$ cat src/rtl/quiz_round_ctrl.sv
// rtl/quiz_round_ctrl.sv - two-player buzzer quiz round controller
module quiz_round_ctrl #(
  parameter int NUM_Q     = 10,
  parameter int WIN_SCORE = 5,
  parameter int BEEP_CYC  = 50_000_000
) (
  input  logic       clk,
  input  logic       rst_n,
  input  logic       new_game,
  input  logic [7:0] hex_joy,
  input  logic [2:0] q_ans,
  output logic [3:0] q_index,
  output logic [2:0] score_p1,
  output logic [2:0] score_p2,
  output logic       lock_p1,
  output logic       lock_p2,
  output logic       beep,
  output logic       game_over,
  output logic [1:0] winner,
  output logic [2:0] state
);

  localparam int            CW        = (BEEP_CYC < 2) ? 1 : $clog2(BEEP_CYC + 1);
  localparam logic [3:0]    LAST_Q    = 4'(NUM_Q - 1);
  localparam logic [2:0]    WIN       = 3'(WIN_SCORE);
  localparam logic [CW-1:0] BEEP_LOAD = CW'(BEEP_CYC);

  typedef enum logic [2:0] {
    S_RELEASE = 3'd0,
    S_ARMED   = 3'd1,
    S_JUDGE   = 3'd2,
    S_ADVANCE = 3'd3,
    S_DONE    = 3'd4
  } state_t;

  state_t          r_state;
  state_t          w_state_nxt;
  logic [7:0]      r_sync1;
  logic [7:0]      r_sync2;
  logic [3:0]      r_q;
  logic [2:0]      r_s1;
  logic [2:0]      r_s2;
  logic            r_lk1;
  logic            r_lk2;
  logic            r_prio;
  logic            r_sel_p;
  logic [2:0]      r_sel_ch;
  logic [CW-1:0]   r_beep_cnt;

  logic [3:0]      w_n1;
  logic [3:0]      w_n2;
  logic            w_v1;
  logic            w_v2;
  logic            w_any_valid;
  logic            w_pick_p2;
  logic [2:0]      w_ch1;
  logic [2:0]      w_ch2;
  logic [2:0]      w_sel_score;
  logic [2:0]      w_score_inc;
  logic            w_correct;
  logic            w_other_locked;

  // Buttons are active-low; invert so a set bit means pressed (bit 3 = choice 1).
  assign w_n1 = ~r_sync2[7:4];
  assign w_n2 = ~r_sync2[3:0];

  // A press counts only when exactly one button of an unlocked player is down.
  assign w_v1 = (w_n1 != 4'd0) && ((w_n1 & (w_n1 - 4'd1)) == 4'd0) && !r_lk1;
  assign w_v2 = (w_n2 != 4'd0) && ((w_n2 & (w_n2 - 4'd1)) == 4'd0) && !r_lk2;
  assign w_any_valid = w_v1 || w_v2;
  assign w_pick_p2   = (w_v1 && w_v2) ? r_prio : w_v2;

  assign w_sel_score    = r_sel_p ? r_s2 : r_s1;
  assign w_score_inc    = (w_sel_score >= WIN) ? w_sel_score : w_sel_score + 3'd1;
  assign w_correct      = (r_sel_ch == q_ans);
  assign w_other_locked = r_sel_p ? r_lk1 : r_lk2;

  // Decode the pressed button of each player into a choice number 1..4.
  always_comb begin
    w_ch1 = 3'd4;
    if (w_n1[3])      w_ch1 = 3'd1;
    else if (w_n1[2]) w_ch1 = 3'd2;
    else if (w_n1[1]) w_ch1 = 3'd3;
    w_ch2 = 3'd4;
    if (w_n2[3])      w_ch2 = 3'd1;
    else if (w_n2[2]) w_ch2 = 3'd2;
    else if (w_n2[1]) w_ch2 = 3'd3;
  end

  // Two-flop synchronizer for the raw button lines; idle level is all ones.
  always_ff @(posedge clk or negedge rst_n) begin
    if (!rst_n) begin
      r_sync1 <= 8'hFF;
      r_sync2 <= 8'hFF;
    end else begin
      r_sync1 <= hex_joy;
      r_sync2 <= r_sync1;
    end
  end

  // FSM state register.
  always_ff @(posedge clk or negedge rst_n) begin
    if (!rst_n) r_state <= S_RELEASE;
    else        r_state <= w_state_nxt;
  end

  // Next-state logic; new_game overrides every other transition.
  always_comb begin
    w_state_nxt = r_state;
    case (r_state)
      S_RELEASE: if (r_sync2 == 8'hFF) w_state_nxt = S_ARMED;
      S_ARMED:   if (w_any_valid)      w_state_nxt = S_JUDGE;
      S_JUDGE: begin
        if (w_correct) w_state_nxt = (w_score_inc == WIN) ? S_DONE : S_ADVANCE;
        else           w_state_nxt = w_other_locked ? S_ADVANCE : S_RELEASE;
      end
      S_ADVANCE: w_state_nxt = (r_q == LAST_Q) ? S_DONE : S_RELEASE;
      S_DONE:    w_state_nxt = S_DONE;
      default:   w_state_nxt = S_RELEASE;
    endcase
    if (new_game) w_state_nxt = S_RELEASE;
  end

  // Game datapath: selection, scores, locks, question index, priority, beep timer.
  always_ff @(posedge clk or negedge rst_n) begin
    if (!rst_n) begin
      r_q        <= 4'd0;
      r_s1       <= 3'd0;
      r_s2       <= 3'd0;
      r_lk1      <= 1'b0;
      r_lk2      <= 1'b0;
      r_prio     <= 1'b0;
      r_sel_p    <= 1'b0;
      r_sel_ch   <= 3'd0;
      r_beep_cnt <= '0;
    end else if (new_game) begin
      r_q        <= 4'd0;
      r_s1       <= 3'd0;
      r_s2       <= 3'd0;
      r_lk1      <= 1'b0;
      r_lk2      <= 1'b0;
      r_prio     <= 1'b0;
      r_beep_cnt <= '0;
    end else begin
      if (r_beep_cnt != '0) r_beep_cnt <= r_beep_cnt - 1'b1;
      case (r_state)
        S_ARMED: begin
          if (w_any_valid) begin
            r_sel_p  <= w_pick_p2;
            r_sel_ch <= w_pick_p2 ? w_ch2 : w_ch1;
            if (w_v1 && w_v2) r_prio <= ~r_prio;
          end
        end
        S_JUDGE: begin
          if (w_correct) begin
            if (r_sel_p) r_s2 <= w_score_inc;
            else         r_s1 <= w_score_inc;
            r_beep_cnt <= BEEP_LOAD;
          end else begin
            if (r_sel_p) r_lk2 <= 1'b1;
            else         r_lk1 <= 1'b1;
          end
        end
        S_ADVANCE: begin
          r_lk1 <= 1'b0;
          r_lk2 <= 1'b0;
          if (r_q != LAST_Q) r_q <= r_q + 4'd1;
        end
        default: ;
      endcase
    end
  end

  // Output mapping; game_over, winner and beep follow state so reset clears them at once.
  assign q_index   = r_q;
  assign score_p1  = r_s1;
  assign score_p2  = r_s2;
  assign lock_p1   = r_lk1;
  assign lock_p2   = r_lk2;
  assign state     = r_state;
  assign game_over = (r_state == S_DONE);
  assign beep      = (r_beep_cnt != '0) || (r_state == S_DONE);
  assign winner    = (r_state != S_DONE) ? 2'b00 :
                     (r_s1 > r_s2)       ? 2'b01 :
                     (r_s2 > r_s1)       ? 2'b10 : 2'b11;

endmodule

$ cat config.mk
export PLATFORM = sky130hd
export DESIGN_NAME = quiz_round_ctrl
export DESIGN_NICKNAME = d
export VERILOG_FILES = /design/src/rtl/quiz_round_ctrl.sv
export SDC_FILE = /design/constraint.sdc
export NUM_CORES = 1
export LEC_CHECK = 0
export CORE_MARGIN = 3
export CORE_UTILIZATION = 53
export CTS_BUF_LIST = sky130_fd_sc_hd__clkbuf_8
export CTS_CLUSTER_SIZE = 25
export DETAILED_ROUTE_END_ITERATION = 10
export PLACE_DENSITY_LB_ADDON = 0.15
export SLEW_MARGIN = 25
export SYNTH_ARGS = -nofsm -noshare
export SYNTH_HDL_FRONTEND = slang
export SYNTH_SLANG_ARGS = --single-unit
$ cat constraint.sdc
create_clock -name clk -period 2.5 [get_ports clk]
set_input_delay 0.375 -clock clk [delete_from_list [all_inputs] [get_ports clk]]
set_output_delay 0.375 -clock clk [all_outputs]
set_load 0.02 [all_outputs]
* Word-level counts from Yosys, hierarchy flattened
Index checks and enable logic that the tools add are counted.
** Word-level totals
- Logic and storage cells :: 123
- Flip-flop bits (word level) :: 62
- Output and inout port bits :: 19
- Input port bits :: 14
** Cells by class
- Bitwise gates (word level) :: 6
- Multiplexer cells :: 49
- Add/sub/neg operators :: 5
- Reduce and logical (&&, ||, !) cells :: 32
- Equal/unequal tests :: 16
- $lt $le $gt $ge :: 3
** Operators by type and width (count)
- $mux 26 :: 4
- $mux 3 :: 23
- $reduce_bool 26->1 :: 1
- $sub 26x1->26 const B :: 1
- $ne 3x3->1 const B :: 6
- $reduce_and 3->1 :: 6
- $reduce_bool 2->1 :: 8
- $pmux 3 s5 :: 1
- $mux 1 :: 13
- $mux 4 :: 3
- $and 4x4->4 :: 2
- $eq 8x8->1 const B :: 1
- $logic_not 4->1 :: 2
- $not 4->4 :: 2
- $reduce_bool 4->1 :: 2
- $sub 4x1->4 const B :: 2
- $eq 3x2->1 const B :: 2
- $eq 3x3->1 const B :: 2
- $gt 3x3->1 :: 2
- $mux 2 :: 3
- $logic_and 1x1->1 :: 5
- $add 4x1->4 const B :: 1
- $eq 4x4->1 const B :: 1
- $ne 4x4->1 const B :: 1
- other kinds (12) :: 17

* Depth between registers and ports, before layout
- Depth in word-level cells :: 11
- Mapped depth :: 8
- Gate-level depth less buffers :: 8

* Worst setup path before layout
OpenSTA, ideal clock, no wires.
- Kind :: register -> register
- Start point :: register r_s2[0] (netlist: score_p2[0])
- End point :: register r_state[0] (netlist: state[0])
- Period minus slack after synthesis :: 2388 ps
- Stages on the path, launching flop included :: 9
- Library setup time :: 122 ps
- Data arrival time :: 2267 ps
- Setup slack :: 112 ps
- Required time :: 2378 ps
- Buffers on the path :: 0
- Cells stage by stage :: dfrtp_1 > mux2i_1 > inv_1 > ha_1 > or3b_2 > a211oi_1 > a41o_1 > nand2_1 > a32o_1
** On the way
- Cells in the longest elaborated chain, start to end :: 8
- Elaborated cells on any way between the ends :: 9
- Those cells by class :: 1 x add/sub; 1 x order compare; 1 x eq/ne; 6 x mux
** Ends and longest elaborated chain
- start, declared :: line 42 : logic [2:0] r_s2;
- start signal, assigned :: line 156 : if (r_sel_p) r_s2 <= w_score_inc;
- $mux 3 * :: line 73 : assign w_sel_score = r_sel_p ? r_s2 : r_s1;
- $add 3x1->3 or $ge 3x3->1 (tied branches) :: line 74 : assign w_score_inc = (w_sel_score >= WIN) ? w_sel_score : w_sel_score + 3'd1;
- $mux 3 * :: line 74
- $eq 3x3->1 * :: line 114 : if (w_correct) w_state_nxt = (w_score_inc == WIN) ? S_DONE : S_ADVANCE;
- $mux 3 * (2 in a row) :: line 114
- $pmux 3 s5 * :: line 110 : case (r_state)
- $mux 3 * :: line 121 : if (new_game) w_state_nxt = S_RELEASE;
- end signal, assigned :: line 104 : else r_state <= w_state_nxt;
- end, declared :: line 36 : state_t r_state;
Mark *: on every way between the ends. The rest lies on a longest branch, timed or not.
A chain may end at the register's enable or synchronous reset.

* Final worst setup path
- Start point :: register r_state[2] (netlist: state[2])
- End point :: output game_over
** On the way
- Cells in the longest elaborated chain, start to end :: 1
** Ends and longest elaborated chain
- $eq 3x3->1 :: line 181 : assign game_over = (r_state == S_DONE);
- end, declared :: line 18 : output logic game_over,
No other way between the ends.

==> impl_metrics.py <==
metrics = {
    "synth": {
        "async_flop_share_pct": 100,
        "synth_top_area_cell": "dfrtp_1",
        "yosys_warnings": 0,
        "syn_nets": 360,
        "yosysSeqAreaShare_pct": 47.4,
        "synthCells": 338,
        "synth-compound-area-share_pct": 14.2,
        "synth_top_family_by_area": "simple AND/OR/NAND/NOR gates",
        "synth-edff-count": 0,
        "yosys.area_share.simple_pct": 20.5,
        "synth_xor_area_share_pct": 6.87,
        "synth_adder_area_share_pct": 3.02,
        "muxShareOfSynthArea_pct": 5.13,
        "synth_cell_types": 51,
        "synth_top_area_share_pct": 34.7,
        "syn_area_sq_um": 3310,
        "synthFlopType": "dfrtp_1",
        "ys_seq_elements": 62,
        "synth.avg_cell_area_sq_um": 9.81,
        "synth_area_leaders": "dfrtp_1, dfstp_2, xor2_1",
    },
    "finish": {
        "fillers": 458,
        "layout_common_cells": "dfrtp_1, nor2_1, clkdlybuf4s50_1, buf_4, a21oi_1",
        "antennaDiodeCount": 0,
        "drive_gt1_share_pct": 21.3,
        "final_common_cell": "dfrtp_1",
        "area_delta_synth_final_pct": 27.3,
        "final_nets": 421,
    },
    "sta": {
        "tightest_slew_ns": 0.648,
        "setup-violations-final": 0,
        "fin_worst_skew_ns": 0.00775,
        "fin_hold_ws_ns": 0.0553,
        "drv_slew": 0,
        "layout_min_cycle_time_ns": 2.40,
        "slew_headroom_pct": 56.8,
        "period_share_pct": 96.1,
        "tns_ns": 0,
        "fmax_mhz": 416,
        "hold_viol_final": 0,
    },
    "floorplanning": {
        "start_util_pct": 55.3,
        "core_area_sq_um": 5990,
        "rows": 28,
        "die_w_um": 85.1,
        "io_pins": 33,
        "die_h_um": 85.1,
        "die_area_sq_um": 7240,
    },
    "clocking": {
        "postCtsHoldBufs": 0,
        "cts.reportedPaths.clkPinSlew_ns": 0.07,
        "cts_tree": "done",
        "cts.sink_count": 62,
        "clockBufferDepth": 2,
        "htree_levels": 3,
        "cts_root_buffer": "clkbuf_8",
        "cts_made_buffers": 9,
        "clk_latency_ns": 0.34,
    },
    "worst_setup_path": {
        "timing.reg2reg.setup_slack_ns": 0.11,
        "r2r-end": "state[0]",
        "required_ns": 2.12,
        "cp-start-kind": "register",
        "critPathCaptureType": "primary output",
        "critPathMaxFanout": 8,
        "arrival_ns": 2.03,
        "crit_start": "state[2]",
        "crit_type": "register to primary output",
        "reg2reg_depth": 8,
        "r2r_start": "r_sel_p",
        "endpoint": "game_over",
    },
    "detailed_routing": {
        "drt_iter0_drc": 236,
        "routed.top_layer": "met4",
        "drt-met1-wl_mm": 3.34,
        "post_drt_wl_per_cell_um": 16.1,
        "drc_errors": 0,
        "ant_nets": 0,
        "via_per_inst": 5.87,
        "drtPass1Iterations": 5,
        "wl_mm": 7.73,
        "wl_met3_um": 500,
        "route.met2.wl_mm": 3.78,
        "vias": 2813,
    },
    "placement": {
        "numPortBuffers": 32,
        "dp_hpwl_mm": 5.27,
        "gp_congestion": 0.887,
    },
    "hold_path": {
        "hp-class": "input port to async pin",
    },
    "grt": {
        "grt_max_degree": 32,
        "track_usage_pct": 23.0,
        "grt-ovfl-total": 0,
        "antenna_found_initial": 0,
        "grt_pass1_wl_mm": 13.3,
        "first_global_vias": 2768,
    },
    "power": {
        "pwr_density_cell_nw_per_um2": 1120,
        "peakVddDrop_v": 0.000711,
        "p_leak_nw": 1.86,
    },
    "flow_run": {
        "cap_violations": 0,
    },
    "run_status": {
        "outcome": "finished, final reports clean",
    },
}
[stage by stage]
| step | worst slack (ns) | total power [mW] | cells | cell area (sq um) | utilization, % |
|---|---|---|---|---|---|
| final | 0.0987 | 4.74 | 479 | 4220 | 70.4 |
| after global routing | -0.00803 | 5.03 | 479 | 4220 | 70.4 |
| after CTS | 0.0122 | 4.66 | 476 | 4180 | 69.7 |
| after detailed placement | -0.0410 | 3.34 | 460 | 3870 | 64.7 |
| after global placement | 0.0924 | 3.30 | 460 | 3870 | 64.7 |
| after floorplan | 0.112 | 2.67 | 338 | 3310 | - |
[how the worst min path moves through the flow]
stage / start / depth (start not counted) / slack, ns / to
floorplan: rst_n / 0 / 0.08 / lock_p1
global placement: r_sync1[7] / 0 / 0.35 / r_sync2[7]
detailed placement: r_sync1[4] / 0 / 0.35 / r_sync2[4]
CTS: rst_n / 1 / 0.07 / r_beep_cnt[25]
global route: rst_n / 1 / 0.1 / r_beep_cnt[5]
finish: rst_n / 1 / 0.06 / r_beep_cnt[5]
[logic make-up after synthesis]
logic type / Yosys count
AOI/OAI and AO/OA: 73
xor gates and xnor gates: 26
adders and majority gates: 8
buffers and inverters: 26
DFF: 62
muxes: 16
and+or+nand+nor: 127
[area by class of cell]
cell class              instances  area (sq um)  area share, %
clock buffers                   9           124           2.94
clock inverters                 7           160           3.80
inverters                      16          60.1           1.42
multi-input cells             250          1690           40.1
flip-flops and latches         62          1570           37.2
well taps                      75          93.8           2.22
repair buffers                 60           518           12.3
[flip-flops by register name, summed over array words and instances, names as in the netlist]
register    count
r_beep_cnt     26
r_sync1         8
r_sync2         8
q_index         4
r_sel_ch        3
score_p1        3
score_p2        3
state           3
lock_p1         1
lock_p2         1
r_prio          1
r_sel_p         1
[power by group]
| part | switching [mW] | leakage (nW) | total, mW | internal [mW] |
|---|---|---|---|---|
| Sequential | 0.192 | 0.800 | 1.38 | 1.19 |
| Clock | 0.404 | 0.143 | 1.26 | 0.861 |
| Combinational | 1.20 | 0.913 | 2.09 | 0.891 |
| Total | 1.80 | 1.86 | 4.74 | 2.94 |
[metal layers]
layer / track usage [%] / vias to the layer above
met2: 37.4 / 89
met1: 30.5 / 1361
met4: 8.78 / 0
met3: 4.56 / 11
met5: 0 / -
li1: - / 1352
[repair_timing]
action                                  CTS  global route
endpoints found under the setup margin    2            12
buffers inserted                          0             3
gates resized for setup                   6            11
pin swaps                                 1             0
[cell usage after synthesis (9+ instances only)]
| library cell | n |
|---|---|
| nand2_1 | 16 |
| nand3_1 | 10 |
| o21ai_0 | 15 |
| xor2_1 | 19 |
| nor3_1 | 12 |
| o211ai_1 | 9 |
| clkbuf_1 | 9 |
| dfstp_2 | 16 |
| inv_1 | 16 |
| nor2_1 | 44 |
| a21oi_1 | 21 |
| dfrtp_1 | 46 |
[worst max-delay path: stages, from the launching register on]
cell	delay [ns]
dfrtp_1	0.51
nand2_1	0.12
or2_2	0.35
inv_1	0.10
clkdlybuf4s50_1	0.61
Note: power is estimated with default switching activity, not from simulation.
